===== src/rtl/csr_irq_ctrl.sv =====
// Machine-mode CSR file with trap/interrupt arbitration, WARL mtvec, counters
// with mcountinhibit, and a WFI sleep state that stalls the pipeline.
module csr_irq_ctrl #(
    parameter int unsigned NUM_LOCAL = 4,
    parameter logic [31:0] MISA_VAL  = 32'h40001104,
    parameter int unsigned CNT_W     = 64
) (
    input  logic                                       clk,
    input  logic                                       rst,
    input  logic                                       rden,
    input  logic [11:0]                                raddr,
    output logic [31:0]                                rdata,
    input  logic                                       wren,
    input  logic [11:0]                                waddr,
    input  logic [31:0]                                wdata,
    input  logic                                       valid,
    input  logic                                       exc,
    input  logic [4:0]                                 ecause,
    input  logic [31:0]                                epc,
    input  logic [31:0]                                etval,
    input  logic                                       mret,
    input  logic                                       wfi,
    input  logic                                       meip,
    input  logic                                       mtip,
    input  logic                                       msip,
    input  logic [((NUM_LOCAL > 0) ? NUM_LOCAL : 1)-1:0] lip,
    output logic                                       trap,
    output logic [31:0]                                trap_vec,
    output logic                                       mret_out,
    output logic [31:0]                                mepc_out,
    output logic                                       stall
);

    localparam logic [11:0] A_MSTATUS   = 12'h300;
    localparam logic [11:0] A_MISA      = 12'h301;
    localparam logic [11:0] A_MIE       = 12'h304;
    localparam logic [11:0] A_MTVEC     = 12'h305;
    localparam logic [11:0] A_MCINH     = 12'h320;
    localparam logic [11:0] A_MSCRATCH  = 12'h340;
    localparam logic [11:0] A_MEPC      = 12'h341;
    localparam logic [11:0] A_MCAUSE    = 12'h342;
    localparam logic [11:0] A_MTVAL     = 12'h343;
    localparam logic [11:0] A_MIP       = 12'h344;
    localparam logic [11:0] A_MCYCLE    = 12'hB00;
    localparam logic [11:0] A_MINSTRET  = 12'hB02;
    localparam logic [11:0] A_MCYCLEH   = 12'hB80;
    localparam logic [11:0] A_MINSTRETH = 12'hB82;

    localparam logic [15:0] LOC_MASK = 16'hFFFF >> (16 - NUM_LOCAL);
    localparam logic [31:0] MIE_MASK = {LOC_MASK, 16'h0888};

    typedef enum logic {RUN, SLEEP} state_t;

    state_t           state;
    logic             st_mie, st_mpie;
    logic [31:0]      mie_q, mip_q, mtvec_q, mcinh_q, mscratch_q;
    logic [31:0]      mepc_q, mcause_q, mtval_q, wake_pc;
    logic [CNT_W-1:0] mcycle_q, minstret_q;
    logic             trap_q, mret_q;
    logic [31:0]      trap_vec_q;

    logic [15:0] lip_ext;
    logic [31:0] pend, base, trap_tgt, trap_pc;
    logic [4:0]  irq_cause;
    logic        irq_any, in_run, take_exc, take_irq, take_trap, take_mret, go_sleep;

    assign lip_ext = 16'(lip) & LOC_MASK;
    assign pend    = mip_q & mie_q;
    assign irq_any = |pend;

    // Later assignments override earlier ones, so the order below is lowest
    // priority first: local lines ascending, then MTI, MSI, MEI.
    always_comb begin
        irq_cause = 5'd0;
        for (int i = 16; i < 32; i++)
            if (pend[i]) irq_cause = 5'(i);
        if (pend[7])  irq_cause = 5'd7;
        if (pend[3])  irq_cause = 5'd3;
        if (pend[11]) irq_cause = 5'd11;
    end

    assign in_run    = (state == RUN);
    assign take_exc  = in_run && exc;
    assign take_irq  = !take_exc && st_mie && irq_any && (!in_run || valid);
    assign take_trap = take_exc || take_irq;
    assign take_mret = in_run && mret && !take_trap;
    assign go_sleep  = in_run && valid && wfi && !take_trap;

    assign base     = {mtvec_q[31:2], 2'b00};
    assign trap_tgt = (take_irq && mtvec_q[1:0] == 2'b01) ? base + {25'b0, irq_cause, 2'b00} : base;
    assign trap_pc  = in_run ? epc : wake_pc;

    assign trap     = trap_q;
    assign trap_vec = trap_vec_q;
    assign mret_out = mret_q;
    assign mepc_out = mepc_q;
    // Stall releases in the same cycle the wake condition appears.
    assign stall    = !in_run && !irq_any;

    always_comb begin
        rdata = 32'h0;
        if (rden) begin
            case (raddr)
                A_MSTATUS:   rdata = {19'b0, 2'b11, 3'b0, st_mpie, 3'b0, st_mie, 3'b0};
                A_MISA:      rdata = MISA_VAL;
                A_MIE:       rdata = mie_q;
                A_MTVEC:     rdata = mtvec_q;
                A_MCINH:     rdata = mcinh_q;
                A_MSCRATCH:  rdata = mscratch_q;
                A_MEPC:      rdata = mepc_q;
                A_MCAUSE:    rdata = mcause_q;
                A_MTVAL:     rdata = mtval_q;
                A_MIP:       rdata = mip_q;
                A_MCYCLE:    rdata = mcycle_q[31:0];
                A_MCYCLEH:   rdata = 32'(mcycle_q[CNT_W-1:32]);
                A_MINSTRET:  rdata = minstret_q[31:0];
                A_MINSTRETH: rdata = 32'(minstret_q[CNT_W-1:32]);
                default:     rdata = 32'h0;
            endcase
        end
    end

    always_ff @(posedge clk) begin
        if (!rst) begin
            state      <= RUN;
            st_mie     <= 1'b0;
            st_mpie    <= 1'b0;
            mie_q      <= '0;
            mip_q      <= '0;
            mtvec_q    <= '0;
            mcinh_q    <= '0;
            mscratch_q <= '0;
            mepc_q     <= '0;
            mcause_q   <= '0;
            mtval_q    <= '0;
            wake_pc    <= '0;
            mcycle_q   <= '0;
            minstret_q <= '0;
            trap_q     <= 1'b0;
            mret_q     <= 1'b0;
            trap_vec_q <= '0;
        end else begin
            mip_q  <= {lip_ext, 4'b0, meip, 3'b0, mtip, 3'b0, msip, 3'b0};
            trap_q <= take_trap;
            mret_q <= take_mret;

            if (wren && waddr == A_MIE)      mie_q      <= wdata & MIE_MASK;
            if (wren && waddr == A_MTVEC)    mtvec_q    <= {wdata[31:2], wdata[1] ? 2'b00 : wdata[1:0]};
            if (wren && waddr == A_MCINH)    mcinh_q    <= wdata & 32'h5;
            if (wren && waddr == A_MSCRATCH) mscratch_q <= wdata;

            // Trap entry owns mstatus/mepc/mcause/mtval; a racing CSR write is dropped.
            if (take_trap) begin
                st_mpie    <= st_mie;
                st_mie     <= 1'b0;
                mepc_q     <= {trap_pc[31:2], 2'b00};
                mcause_q   <= take_exc ? {27'b0, ecause} : {1'b1, 26'b0, irq_cause};
                mtval_q    <= take_exc ? etval : 32'h0;
                trap_vec_q <= trap_tgt;
            end else begin
                if (take_mret) begin
                    st_mie  <= st_mpie;
                    st_mpie <= 1'b1;
                end else if (wren && waddr == A_MSTATUS) begin
                    st_mie  <= wdata[3];
                    st_mpie <= wdata[7];
                end
                if (wren && waddr == A_MEPC)   mepc_q   <= {wdata[31:2], 2'b00};
                if (wren && waddr == A_MCAUSE) mcause_q <= wdata & 32'h8000001F;
                if (wren && waddr == A_MTVAL)  mtval_q  <= wdata;
            end

            if (wren && waddr == A_MCYCLE)       mcycle_q[31:0]       <= wdata;
            else if (wren && waddr == A_MCYCLEH) mcycle_q[CNT_W-1:32] <= wdata[CNT_W-33:0];
            else if (!mcinh_q[0])                mcycle_q             <= mcycle_q + CNT_W'(1);

            if (wren && waddr == A_MINSTRET)       minstret_q[31:0]       <= wdata;
            else if (wren && waddr == A_MINSTRETH) minstret_q[CNT_W-1:32] <= wdata[CNT_W-33:0];
            else if (in_run && valid && !mcinh_q[2]) minstret_q           <= minstret_q + CNT_W'(1);

            case (state)
                RUN: if (go_sleep) begin
                    state   <= SLEEP;
                    wake_pc <= epc + 32'd4;
                end
                SLEEP: if (irq_any) state <= RUN;
                default: state <= RUN;
            endcase
        end
    end

endmodule


===== config.mk =====
export PLATFORM = sky130hd
export DESIGN_NAME = csr_irq_ctrl
export DESIGN_NICKNAME = d
export VERILOG_FILES = /design/src/rtl/csr_irq_ctrl.sv
export SDC_FILE = /design/constraint.sdc
export NUM_CORES = 1
export LEC_CHECK = 0
export BUFFER_PORTS_ARGS = -buffer_cell sky130_fd_sc_hd__buf_2
export CORE_MARGIN = 5
export CORE_UTILIZATION = 24
export DETAILED_ROUTE_END_ITERATION = 10
export PLACE_DENSITY_LB_ADDON = 0.15
export REMOVE_ABC_BUFFERS = 1
export SLEW_MARGIN = 20
export SYNTH_ARGS = -nofsm -noshare
export SYNTH_HDL_FRONTEND = slang
export SYNTH_SLANG_ARGS = --single-unit
export TNS_END_PERCENT = 20

===== constraint.sdc =====
create_clock -name clk -period 2.9 [get_ports clk]
set_clock_uncertainty 0.2 [all_clocks]
set_input_delay 0.145 -clock clk [delete_from_list [all_inputs] [get_ports clk]]
set_output_delay 0.145 -clock clk [all_outputs]
set_load 0.01 [all_outputs]

==> run summary <==
Status -> finished, violations left
Failing checks -> negative setup slack
Num CTS Buffers -> 43
Worst Path Buf+Inv -> 6
Grt met3 use -> 4.64%
First-pass GRT wire length -> 163 mm
Minimum clock period -> 2910 ps
Slowest stage cell, crit path -> a222oi_1
Die Ht -> 299 µm
Max-cap violations -> 0
DR pass1 iterations -> 6
Final-report setup violation count -> 1
Layout cells sized above 1 -> 22.4%
Max rail drop VDD -> 0.000324 V
Most common cell after layout, fill and taps aside -> dfxtp_1
Worst setup path start -> raddr[11]
Cell family with most CP delay -> buffers and inverters
TritonCTS clock tree -> done
Clock Pin Slew Worst Setup and Hold Paths -> 60 ps
Area share of the largest cell type after synthesis -> 33.9%
Worst path cell trace -> buf_2, buf_4, nor4b_1, buf_4, nand2_1, nor2_1, buf_12, a222oi_1, a31oi_2, buf_4, buf_2
Die extent in x -> 299 µm
Ranking of synthesized cells by area -> dfxtp_1 34%, mux2i_1 5.6%, a21oi_1 5.0%
Int Pwr -> 0.00849 W
Share of total power in the clock network -> 46.1%
P_sw -> 0.00339 W
Post CTS Setup Buffer Count -> 0
CP startpoint kind -> input pin
R2R Setup Slk -> 20 ps
PnR Total Power -> 0.0119 W
Die Area -> 89600 µm²
WP depth -> 11
Commonest cells after routing, fill and taps aside -> 336 x dfxtp_1, 239 x nand2_1, 231 x buf_2, 221 x buf_4, 216 x nor2_1
Critical Path AT -> 2560 ps
Crit path largest cell delay -> 640 ps
WS Path Type -> input pin to output pin
Ys Warns -> 0
Met1 Track Usage GR -> 34.0%
Dominant cell type by area after synthesis -> dfxtp_1
Distinct cells, synth -> 93
FILL cells -> 8866
Final cycle utilization of the critical path -> 100%
Slew headroom -> 30.8%
CTS Root Cell -> clkbuf_16
Area growth syn-to-layout -> 32.9%
Seq/Total Area, Yosys -> 33.9%
Async SR Flop Fraction -> 0%
Prevailing post-synth register cell -> dfxtp_1
Nets -> 3107
Critical Path Sink Type -> output pin
Critical path endpoint -> rdata[23]
Hold WS -> 49.0 ps
Remaining antenna violation count -> 0
Sequential Power Share -> 41.9%
Reg2Reg Depth -> 8
Vias/cell -> 5.56
Leakage -> 9.93 nW
DR WL/cell -> 28.5 µm
Largest net degree at the start of global routing -> 74
Detailed Route WL -> 116 mm
HPWL after DPL -> 85.6 mm
Worst Tran Pin Value -> 1010 ps
Initial core utilization -> 24.1%
Final Wtd Congestion -> 0.948
Sink Count -> 340
Buffers on Ports -> 232
Cells after synthesis -> 2517
Busiest grt layer -> met2
Total number of vias -> 22600
Hold_sp -> waddr[6]
Residual DRC count -> 0
Clock latency on the worst-skew pair -> 590 ps
WHS Path Cells -> 5
GRT Residual Overflow -> 0
Reg area -> 6810 µm²
RSZ-0062 raised after global routing -> yes
Fmax -> 344 MHz
DRT iter0 DRCs -> 2500
Worst setup margin -> -8.12 ps
CTS max path bufs -> 3
H-tree levels -> 2
CP most frequent cell -> buf_4
Hold Violations, Final -> 0
Sw Ratio -> 28.5%
Cell Pwr Density -> 445 nW/µm²
Top Ports -> 239
Vias in the first global route -> 21600
Initial antenna violation count -> 10
Max Slew Vio Count -> 0
R2R Path End -> mcause_q[2]
GR Util All Layers -> 24.7%
Max FO, Critical Path -> 21
Worst Hold Class -> input pin to register
Synthesized area -> 20100 µm²
Core footprint -> 83300 µm²
Multi-input gate area -> 12500 µm²
Register bit count reported by yosys -> 340
Met2 GRT Util -> 39.4%
Combinational fraction of design power -> 12.0%
Worst reg2reg path startpoint -> mie_q[18]
Data required, critical path -> 2560 ps
Post-synth EDFFs -> 0
Mean Syn Cell Area -> 7.98 µm²
Num rows -> 106
[Yosys cell counts (44+ instances only)]
cell type and n:
nand2_1 240, nand3_1 133, a21oi_1 199, nor2_1 216, and3_1 44, dfxtp_1 340
a211oi_1 55, o21ai_0 154, clkbuf_1 151, a22oi_1 49, xnor2_1 59, nand4_1 93
xor2_1 65, mux2i_1 112, mux2_2 45
[per-stage QoR]
step / std cells / area (µm²) / setup slack (ps) / setup TNS (ps) / utilization [%]
final: 4071 / 26700 / -8.12 / -8.12 / 32.1
after global routing: 4069 / 26700 / -138 / -1010 / 32.0
after CTS: 4069 / 26500 / -3.22 / -3.22 / 31.9
after detailed placement: 3859 / 23800 / -270 / -1820 / 28.5
after global placement: 3859 / 23800 / -275 / -2320 / 28.5
after floorplan: 2305 / 19100 / -2410 / -324610 / -
[timing repair]
action                     in CTS  in global routing
gates cloned                    0                  1
hold buffers                  134                  0
setup endpoints to repair      35                 44
hold endpoints to repair      303                  0
pin swaps                       1                 16
gates resized for setup        10                 31
[power by group through the flow]
| stage | Sequential, W | Combinational (W) | Clock (W) |
|---|---|---|---|
| finish | 0.00497 | 0.00143 | 0.00548 |
| detailed placement | 0.00507 | 0.00126 | 0 |
| floorplan | 0.00503 | 0.000463 | 0 |
| global route | 0.00498 | 0.00152 | 0.00576 |
| CTS | 0.00497 | 0.00141 | 0.00558 |
| global placement | 0.00507 | 0.00125 | 0 |
[state kept, by name, indices dropped and copies added (netlist names), 7 cells and up]
signal and flops:
mcycle_q 64, minstret_q 64, mscratch_q 32, mtval_q 32, mtvec_q 31, mepc_out 30
trap_vec 30, wake_pc 30, mie_q 7, mip_q 7
[worst register-to-register path, cell delays in order (launching register included)]
cell	delay, ps
dfxtp_1	350
a222oi_1	400
buf_4	180
nand3_1	190
nand2_1	300
buf_12	280
o22ai_1	130
a211oi_1	220
dlygate4sd3_1	580
[kinds of logic after synthesis]
| family | Yosys count | share of synthesized area [%] |
|---|---|---|
| XOR/XNOR | 124 | 5.41 |
| flip-flops | 340 | 33.9 |
| multiplexers | 157 | 8.10 |
| AND/OR/NAND/NOR | 945 | 24.2 |
| buffers and inverters | 247 | 5.34 |
| AO/OA/AOI/OAI | 693 | 22.4 |
| adder cells (fa/ha/maj) | 10 | 0.648 |
| other | 1 | 0.0187 |
[per-layer routing]
metal | wire (µm) | vias up
met5 | 26 | -
met4 | 3880 | 4
met3 | 8830 | 153
met2 | 51800 | 994
met1 | 51700 | 11200
li1 | - | 10300
[area by class of cell]
cell class,instances,share of cell area (%)
timing repair buffer,607,17.0
sequential,340,25.5
clock inverter,21,0.722
tap,1080,5.06
clock buffer,55,4.42
antenna,2,0.0187
multi-input combinational,1934,46.8
inverter,32,0.469
[worst min path at each step]
stage	endpoint	slack [ps]
2_1_floorplan	wake_pc[2]	40
3_3_place_gp	mip_q[17]	150
3_5_place_dp	mip_q[17]	160
4_1_cts	mcycle_q[34]	8
5_1_grt	mcycle_q[34]	100
6_report	mcycle_q[34]	50
Power figures use the tool's default switching activity.
